### config.mk
export PLATFORM = sky130hd
export DESIGN_NAME = commit_monitor
export DESIGN_NICKNAME = d
export VERILOG_FILES = /design/src/rtl/commit_monitor_pkg.sv /design/src/rtl/commit_monitor_fifo.sv /design/src/rtl/commit_monitor.sv
export SDC_FILE = /design/constraint.sdc
export NUM_CORES = 2
export LEC_CHECK = 0
export ABC_AREA = 1
export CELL_PAD_IN_SITES_DETAIL_PLACEMENT = 0
export CELL_PAD_IN_SITES_GLOBAL_PLACEMENT = 2
export CORE_MARGIN = 3
export CORE_UTILIZATION = 33
export CTS_CLUSTER_DIAMETER = 120
export DETAILED_ROUTE_END_ITERATION = 8
export PLACE_DENSITY = 0.8
export SLEW_MARGIN = 20
export SYNTH_ARGS = -nofsm -noshare
export SYNTH_HDL_FRONTEND = slang
export SYNTH_HIERARCHICAL = 1
export SYNTH_SLANG_ARGS = --single-unit
### constraint.sdc
create_clock -name clk_i -period 6.05 [get_ports clk_i]
set_clock_uncertainty 0.2 [all_clocks]
set_input_delay 1.21 -clock clk_i [delete_from_list [all_inputs] [get_ports clk_i]]
set_output_delay 1.21 -clock clk_i [all_outputs]
set_load 0.02 [all_outputs]
### src/rtl/commit_monitor_pkg.sv
// Shared types and defaults for the commit monitor: commit entry layout,
// monitor FSM states and the default end-of-test PC.
package commit_monitor_pkg;

    localparam int PC_WIDTH = 32;
    localparam int INSTR_W  = 32;
    localparam int unsigned COMMIT_STOP_PC = 32'h58;

    typedef struct packed {
        logic [PC_WIDTH-1:0] pc;
        logic [INSTR_W-1:0]  instr;
    } commit_entry_t;

    typedef enum logic [1:0] {
        RUN       = 2'd0,
        WAIT_DONE = 2'd1,
        REPORT    = 2'd2
    } monitor_state_e;

endpackage

### src/rtl/commit_monitor_fifo.sv
// Commit FIFO: up to NUM_PORTS writes per cycle in lane order, one read per cycle.
// The caller guarantees push_cnt_i never exceeds free space and pop_i only when non-empty.
module commit_fifo #(
    parameter int W         = 64,
    parameter int NUM_PORTS = 2,
    parameter int DEPTH     = 16,
    localparam int LCW      = $clog2(NUM_PORTS + 1),
    localparam int CW       = $clog2(DEPTH) + 1
) (
    input  logic                          clk_i,
    input  logic                          rst_i,
    input  logic [NUM_PORTS-1:0][W-1:0]   push_data_i,
    input  logic [LCW-1:0]                push_cnt_i,
    input  logic                          pop_i,
    output logic [W-1:0]                  head_o,
    output logic [CW-1:0]                 count_o
);

    localparam int AW = $clog2(DEPTH);

    logic [W-1:0]  mem [DEPTH];
    logic [AW-1:0] wr_ptr;
    logic [AW-1:0] rd_ptr;
    logic [CW-1:0] count;

    // Storage has no reset: stale contents are unreachable once the pointers clear.
    always_ff @(posedge clk_i) begin
        for (int i = 0; i < NUM_PORTS; i++) begin
            if (LCW'(i) < push_cnt_i) begin
                mem[wr_ptr + AW'(i)] <= push_data_i[i];
            end
        end
    end

    always_ff @(posedge clk_i or posedge rst_i) begin
        if (rst_i) begin
            wr_ptr <= '0;
            rd_ptr <= '0;
            count  <= '0;
        end else begin
            wr_ptr <= wr_ptr + AW'(push_cnt_i);
            rd_ptr <= rd_ptr + AW'(pop_i);
            count  <= count + CW'(push_cnt_i) - CW'(pop_i);
        end
    end

    assign head_o  = mem[rd_ptr];
    assign count_o = count;

endmodule

### src/rtl/commit_monitor.sv
// Multi-lane retirement checker: buffers commits, compares them in order against the
// golden stream, keeps counters and runs the finish -> done -> report handshake.
module commit_monitor
    import commit_monitor_pkg::*;
#(
    parameter int NUM_PORTS   = 2,
    parameter int DEPTH       = 16,
    parameter int ADDR_WIDTH  = PC_WIDTH,
    parameter int INSTR_WIDTH = 32,
    parameter int CNT_WIDTH   = 32,
    parameter logic [ADDR_WIDTH-1:0] STOP_PC = ADDR_WIDTH'(COMMIT_STOP_PC)
) (
    input  logic                             clk_i,
    input  logic                             rst_i,
    input  logic [NUM_PORTS-1:0]             commit_valid_i,
    input  logic [NUM_PORTS*ADDR_WIDTH-1:0]  commit_pc_i,
    input  logic [NUM_PORTS*INSTR_WIDTH-1:0] commit_instr_i,
    // Expected stream handshake: an entry transfers on any cycle where exp_valid_i and
    // exp_ready_o are both high; exp_ready_o may depend combinationally on exp_valid_i.
    input  logic                             exp_valid_i,
    input  logic [ADDR_WIDTH-1:0]            exp_pc_i,
    input  logic [INSTR_WIDTH-1:0]           exp_instr_i,
    output logic                             exp_ready_o,
    input  logic                             done_i,
    output logic                             finish_o,
    output logic                             mismatch_o,
    output logic [ADDR_WIDTH-1:0]            mismatch_pc_o,
    output logic [INSTR_WIDTH-1:0]           mismatch_instr_o,
    output logic [CNT_WIDTH-1:0]             error_count_o,
    output logic [CNT_WIDTH-1:0]             instr_count_o,
    output logic [CNT_WIDTH-1:0]             cycle_count_o,
    output logic                             overflow_o,
    output logic                             protocol_err_o,
    output logic                             report_valid_o,
    output monitor_state_e                   state_o
);

    localparam int EW  = ADDR_WIDTH + INSTR_WIDTH;
    localparam int LCW = $clog2(NUM_PORTS + 1);
    localparam int CW  = $clog2(DEPTH) + 1;

    monitor_state_e state_q, state_d;

    logic [NUM_PORTS-1:0][EW-1:0] lane_data;
    logic [LCW-1:0]               contig;
    logic                         gap_seen;
    logic                         lane_gap_err;
    logic [CW-1:0]                fifo_count;
    logic [CW-1:0]                free_slots;
    logic [LCW-1:0]               push_cnt;
    logic                         in_run;
    logic                         drop;
    logic                         pop;
    logic                         differ;
    logic [EW-1:0]                head;
    logic [ADDR_WIDTH-1:0]        head_pc;
    logic [INSTR_WIDTH-1:0]       head_instr;

    for (genvar g = 0; g < NUM_PORTS; g++) begin : g_lane
        assign lane_data[g] = {commit_pc_i[g*ADDR_WIDTH +: ADDR_WIDTH],
                               commit_instr_i[g*INSTR_WIDTH +: INSTR_WIDTH]};
    end

    // Count valid lanes contiguous from lane 0; any valid lane past a gap is a protocol error.
    always_comb begin
        contig       = '0;
        gap_seen     = 1'b0;
        lane_gap_err = 1'b0;
        for (int i = 0; i < NUM_PORTS; i++) begin
            if (!commit_valid_i[i]) begin
                gap_seen = 1'b1;
            end else if (gap_seen) begin
                lane_gap_err = 1'b1;
            end else begin
                contig = contig + LCW'(1);
            end
        end
    end

    assign in_run     = (state_q == RUN);
    assign free_slots = CW'(DEPTH) - fifo_count;
    assign drop       = in_run && (CW'(contig) > free_slots);
    assign push_cnt   = !in_run ? '0 : (drop ? free_slots[LCW-1:0] : contig);

    assign exp_ready_o = in_run && (fifo_count != '0) && exp_valid_i;
    assign pop         = exp_ready_o;
    assign head_pc     = head[EW-1 -: ADDR_WIDTH];
    assign head_instr  = head[INSTR_WIDTH-1:0];
    assign differ      = (head_pc != exp_pc_i) || (head_instr != exp_instr_i);

    commit_fifo #(
        .W         (EW),
        .NUM_PORTS (NUM_PORTS),
        .DEPTH     (DEPTH)
    ) u_fifo (
        .clk_i       (clk_i),
        .rst_i       (rst_i),
        .push_data_i (lane_data),
        .push_cnt_i  (push_cnt),
        .pop_i       (pop),
        .head_o      (head),
        .count_o     (fifo_count)
    );

    always_comb begin
        state_d = state_q;
        case (state_q)
            RUN:       if (pop && head_pc == STOP_PC) state_d = WAIT_DONE;
            WAIT_DONE: if (done_i) state_d = REPORT;
            REPORT:    state_d = REPORT;
            default:   state_d = RUN;
        endcase
    end

    always_ff @(posedge clk_i or posedge rst_i) begin
        if (rst_i) begin
            state_q          <= RUN;
            mismatch_o       <= 1'b0;
            mismatch_pc_o    <= '0;
            mismatch_instr_o <= '0;
            error_count_o    <= '0;
            instr_count_o    <= '0;
            cycle_count_o    <= '0;
            overflow_o       <= 1'b0;
            protocol_err_o   <= 1'b0;
        end else begin
            state_q    <= state_d;
            mismatch_o <= pop && differ;
            if (state_q != REPORT && cycle_count_o != '1) begin
                cycle_count_o <= cycle_count_o + CNT_WIDTH'(1);
            end
            if (in_run && lane_gap_err) protocol_err_o <= 1'b1;
            if (drop) overflow_o <= 1'b1;
            if (pop) begin
                if (instr_count_o != '1) instr_count_o <= instr_count_o + CNT_WIDTH'(1);
                if (differ) begin
                    mismatch_pc_o    <= head_pc;
                    mismatch_instr_o <= head_instr;
                    if (error_count_o != '1) error_count_o <= error_count_o + CNT_WIDTH'(1);
                end
            end
        end
    end

    assign finish_o       = (state_q != RUN);
    assign report_valid_o = (state_q == REPORT);
    assign state_o        = state_q;

endmodule

Word-level counts from Yosys, hierarchy flattened

Memories as Yosys holds them, arrays and structs flattened.
Cells that the tools add are included.
Widths: inputs -> output; s select.

Add/subtract/negate cells: 10
Magnitude comparators: 3
Eq/ne operators: 11
Mux-type cells: 14
Reductions and logical operators: 15

Operators with widths:

| cell                  | number |
|---|---|
| $add 32x1->32 const B | 3 |
| $ne 32x32->1 const B  | 3 |
| $ne 32x32->1          | 2 |
| $eq 32x7->1 const B   | 1 |
| $mux 2                | 6 |
| $logic_and 1x1->1     | 7 |
| $mux 1                | 7 |
| $pmux 2 s3            | 1 |
| $reduce_and 2->1      | 3 |
| $add 5x2->5           | 1 |
| $gt 2x5->1            | 1 |
| $reduce_bool 5->1     | 1 |
| $sub 5x1->5           | 1 |
| $sub 5x5->5 const A   | 1 |
| $add 4x1->4           | 1 |
| $add 4x1->4 const B   | 1 |
| $add 4x2->4           | 1 |
| $lt 1x2->1 const A    | 2 |
| $ne 2x2->1 const B    | 2 |
| $reduce_and 3->1      | 1 |
| $add 2x1->2 const B   | 1 |
| $eq 2x1->1 const B    | 1 |
| $eq 2x2->1 const B    | 1 |
| $logic_not 2->1       | 1 |
| 3 further kinds       | 3 |

Bits in registers: 178
Bits in writable memories: 1024
Output and inout bits: 168
Memories kept: 1

Memory list:

| memory     | words | bits a word | rd ports | clocked after memory_dff | write ports | RTL line                  | text |
|---|---|---|---|---|---|---|---|
| u_fifo.mem | 16    | 64          | 1        | 0                        | 2           | commit_monitor_fifo.sv:21 | `logic [W-1:0] mem [DEPTH];` |

Depth between registers and ports, before layout

Word-level depth: 11
Mapped depth: 23
Mapped depth without buffers: 21

By module

The synthesis kept the hierarchy.

Modules (own cells, without submodules):

| module         | times used | cells an instance | area each (um2) | sequential area each (um2) |
|---|---|---|---|---|
| commit_fifo    | 1          | 6645              | 54243.3         | 31074.8 |
| commit_monitor | 1          | 1528              | 10448.8         | 4129.0 |

Worst setup path before layout

Ideal clock, no wire load.

Path kind: input to register
Start point: input port commit_valid_i[1]
End point: memory u_fifo.mem[3][0], enable pin
Arrival time: 4.684 ns
Required time: 5.426 ns
Path slack: 0.743 ns
Stages: 16
Buffers on the path: 3
Path through: nand2_1 > inv_1 > ha_1 > inv_1 > nor2_1 > o2111ai_1 > nor2_1 > o21ai_0 > a21oi_1 > buf_2 > buf_2 > nor2_1 > inv_1 > clkbuf_1 > nand3_1 > nand2_1

RTL lines:

| item               | RTL line                  | text |
|---|---|---|
| start: declaration | commit_monitor.sv:15      | `input logic [NUM_PORTS-1:0] commit_valid_i,` |
| end: declaration   | commit_monitor_fifo.sv:21 |  |

Worst setup path after layout

Start point: register u_fifo.rd_ptr[1]
End point: register state_q[0] (netlist: state_o[0])

Cells in the longest elaborated chain, start to end: 5

RTL lines:

| item                       | RTL line                  | text |
|---|---|---|
| start: declaration         | commit_monitor_fifo.sv:23 | `logic [AW-1:0] rd_ptr;` |
| start signal: assignment   | commit_monitor_fifo.sv:42 | `rd_ptr <= rd_ptr + AW'(pop_i);` |
| $mem_v2 16x64              | n/a                       |  |
| net head[32]               | commit_monitor.sv:55      | `logic [EW-1:0] head;` |
| $eq 32x7->1                | commit_monitor.sv:108     | `RUN: if (pop && head_pc == STOP_PC) state_d = WAIT_DONE;` |
| $logic_and 1x1->1          | commit_monitor.sv:108     |  |
| $ne 2x1->1 (no line)       | n/a                       |  |
| $reduce_and 2->1 (no line) | n/a                       |  |
| end signal: assignment     | commit_monitor.sv:127     | `state_q <= state_d;` |
| end: declaration           | commit_monitor.sv:42      | `monitor_state_e state_q, state_d;` |

The timed path passes the listed nets, and every way through them passes these cells.
A chain may end at the register's enable or synchronous reset.

==> flow_metrics.tcl <==
set metrics [dict create \
    grt_pass1_vias 51000 \
    cts_setup_buffers 0 \
    grt_overflow_total 0 \
    final.fill_count 19600 \
    clock-root-buffer "clkbuf_16" \
    syn_avg_cell_area_um2 7.92 \
    cts_sinks 1202 \
    reg2reg_depth 16 \
    finalSetupViolCount 0 \
    finalSetupTns_ns 0 \
    worst_path_max_delay_cell "nor4_1" \
    rows 161 \
    syn_inst 8173 \
    final_util 0.389 \
    drive_above_1_share 0.0529 \
    vias 53900 \
    clockPowerShare 0.256 \
    outcome "finished clean" \
    holdWs_ns 0.266 \
    ctsHoldBuffers 0 \
    hold_viol 0 \
    placed_area_um2 70800 \
    slew_headroom 0.178 \
    syn-cell-area_um2 64700 \
    reg2reg_slack_ns 1.13 \
    finalNonFillerCells 10900 \
    drc 0 \
    clk_latency_ns 0.80 \
    ctsResizeCount 0 \
    cpMostUsedCell "nand2_1" \
    antenna_left 0 \
    period_minus_slack_ns 4.92 \
    start_util 0.334 \
    place_congestion 0.826 \
    port_buffers 365 \
    crit_end "state_o[0]" \
    path_clk_slew_ns 0.06 \
    r2r_start "u_fifo/rd_ptr[1]" \
    fmax_mhz 203 \
    p_total_mw 33.5 \
    grt_pass1_wl_um 342000 \
    drtIter0Drc 4563 \
    rsz0062_at_grt "false" \
    synth_ff_type "edfxtp_1" \
    areaGrowthSynthToFinish_pct 16.6 \
    nets 8380 \
    stdcell_area_um2 75400 \
    cts_buffers 147 \
    wirelength_um 231000 \
    cp_cell_sequence "nand2_1 > inv_6 > buf_12 > nand2_1 > nor2_1 > nor2_1 > nand2_1 > nand2_1 > nor4_1 > nand3_1 > nor2_1 > nand2_1 > nand2_1 > nand2_1 > nand2_1 > nand2_1" \
    critPathKind "reg2reg" \
    synth_warnings 6 \
    dp.final_hpwl_um 136000 \
    fin_ws_ns 1.13 \
    r2r-end "state_o[0]" \
    wl_per_cell_um 21.2 \
    core_area_um2 194000 \
    drt_pre_antenna_iters 7 \
    grt_max_degree 196 \
    die_h_um 449 \
    power.density_nw_per_um2 444 \
    power.net_switching_mw 14.0 \
    synth.top_cells.by_area "edfxtp_1, nand2_1, o21ai_0" \
    power_leakage_nw 33.0 \
    power_frac_seq 0.340 \
    synth_top_cell_by_area "edfxtp_1" \
    power_frac_comb 0.404 \
    place_worst_setup_slack_ns 0.823 \
    clockBufferDepth 3 \
    slew_viol_final 0 \
    crit_start "u_fifo/rd_ptr[1]" \
    htreeDepth 4 \
    ys_async_sr_fraction 0.148 \
    vdd_ir_drop_max_v 0.000774 \
    multi_input_area_um2 24400 \
    io_pins 366 \
    required_ns 6.51 \
    tightestPinTransition_ns 1.23 \
    viasPerCell 4.95 \
    crit_path_max_fanout 43 \
    cap_violations 0 \
    critPathMaxStageDelay_ns 0.87 \
    worstPathArrival_ns 5.38 \
    min_delay_path_depth 2 \
    yosysUniqueCellTypes 42 \
    die_area_um2 201000 \
    period_share 0.814 \
    cts_tree "done" \
    seq_area_um2 35200 \
    place_inst 10600 \
    fp.dieW_um 449 \
    syn_nets 8393 \
    grt_usage 0.225 \
    ys_ff_latch 1202 \
    ys_seq_area_frac 0.544 \
    switching_share 0.419 \
    synth_edf_count 1024 \
    hp-class "reg2reg" \
    crit_path_end_kind "flop" \
    antenna_found_initial 14 \
    yosysTopAreaCellShare 0.475 \
    cp-start-kind "flop" \
    p_int_mw 19.5 \
]
==> per-layer routing <==
layer  up-vias  routed length (um)  GRT usage
li1      26300                   -          -
met1     25700              101000      0.295
met2      1647              110000      0.380
met3       329               12800     0.0308
met4         2                7730     0.0760
met5         -                  12          0
==> layout make-up <==
class | count | area share
antenna | 7 | 0.000232
timing repair buffer | 491 | 0.0696
clock inverter | 74 | 0.00773
clock buffer | 193 | 0.0531
sequential | 1202 | 0.467
tap | 2608 | 0.0433
inverter | 693 | 0.0349
multi-input combinational | 5625 | 0.324
==> state kept, by name (all words and copies together) (netlist names) <==
| signal | cells |
|---|---|
| u_fifo/count_o | 5 |
| u_fifo/rd_ptr | 4 |
| u_fifo/mem | 1024 |
| mismatch_o | 1 |
| overflow_o | 1 |
| state_o | 2 |
| instr_count_o | 32 |
| error_count_o | 32 |
| mismatch_pc_o | 32 |
| u_fifo/wr_ptr | 4 |
| mismatch_instr_o | 32 |
| cycle_count_o | 32 |
| protocol_err_o | 1 |
==> power groups by stage <==
stage               combinational [mW]  sequential, mW  clock (mW)
global placement                  13.5            11.5           0
global route                      15.0            11.5        9.12
finish                            13.5            11.4        8.59
CTS                               13.7            11.4        8.80
floorplan                         7.67            11.8           0
detailed placement                13.7            11.5           0
==> worst min-delay path by stage <==
stage / from / to / slack, ns
after floorplan: u_fifo/rd_ptr[2] / u_fifo/rd_ptr[2] / 0.26
after global placement: protocol_err_o / protocol_err_o / 0.25
after detailed placement: protocol_err_o / protocol_err_o / 0.26
after CTS: protocol_err_o / protocol_err_o / 0.27
after global routing: overflow_o / overflow_o / 0.28
final: protocol_err_o / protocol_err_o / 0.27
==> critical path, delay by kind of cell (launching register included) <==
family                 cells  cell delay (ns)
AND/OR/NAND/NOR           14             2.92
flip-flops                 1             0.79
buffers and inverters      2             0.84
==> logic make-up (layout without fill, tap and decap cells) <==
| logic type | after synthesis | count (layout) | synth area share |
|---|---|---|---|
| AOI/OAI and AO/OA | 1137 | 1137 | 0.0884 |
| xor gates and xnor gates | 77 | 77 | 0.0105 |
| adders and majority gates | 22 | 22 | 0.00449 |
| buffers and inverters | 1346 | 1451 | 0.0825 |
| DFF | 1202 | 1202 | 0.544 |
| other | 0 | 7 | 0 |
| and+or+nand+nor | 4389 | 4389 | 0.270 |
==> Yosys cell counts (2+ instances only) <==
master    number
nand2_1     3280
o21ai_0     1050
edfxtp_1    1024
inv_1        657
nor2_1       522
nand3_1      434
clkbuf_1     367
dfrtp_1      178
buf_2        151
buf_1        120
o21ai_1       77
nand4_1       61
xor2_1        61
nor3_1        39
inv_2         35
ha_1          20
xnor2_1       15
buf_6         12
nand3b_1      12
nor4_1         9
nor2_2         7
nand2_2        5
nor3_2         5
a21oi_1        4
nor2_4         4
nand3_2        3
buf_4          2
fa_1           2
nand2_4        2
nor3b_1        2
o31ai_1        2
==> layout by cell type, fill, tap and decap left out, types with 31 or more instances in the layout <==
cell type,count
nand2_1,3255
o21ai_0,1050
edfxtp_1,1024
inv_1,652
nor2_1,521
nand3_1,427
clkdlybuf4s50_1,365
dfrtp_1,175
clkbuf_16,151
o21ai_1,77
buf_4,75
xor2_1,61
nand4_1,61
buf_12,50
nor3_1,39
inv_2,35
clkbuf_1,35
clkinv_1,31
Note: power is estimated with default switching activity, not from simulation.
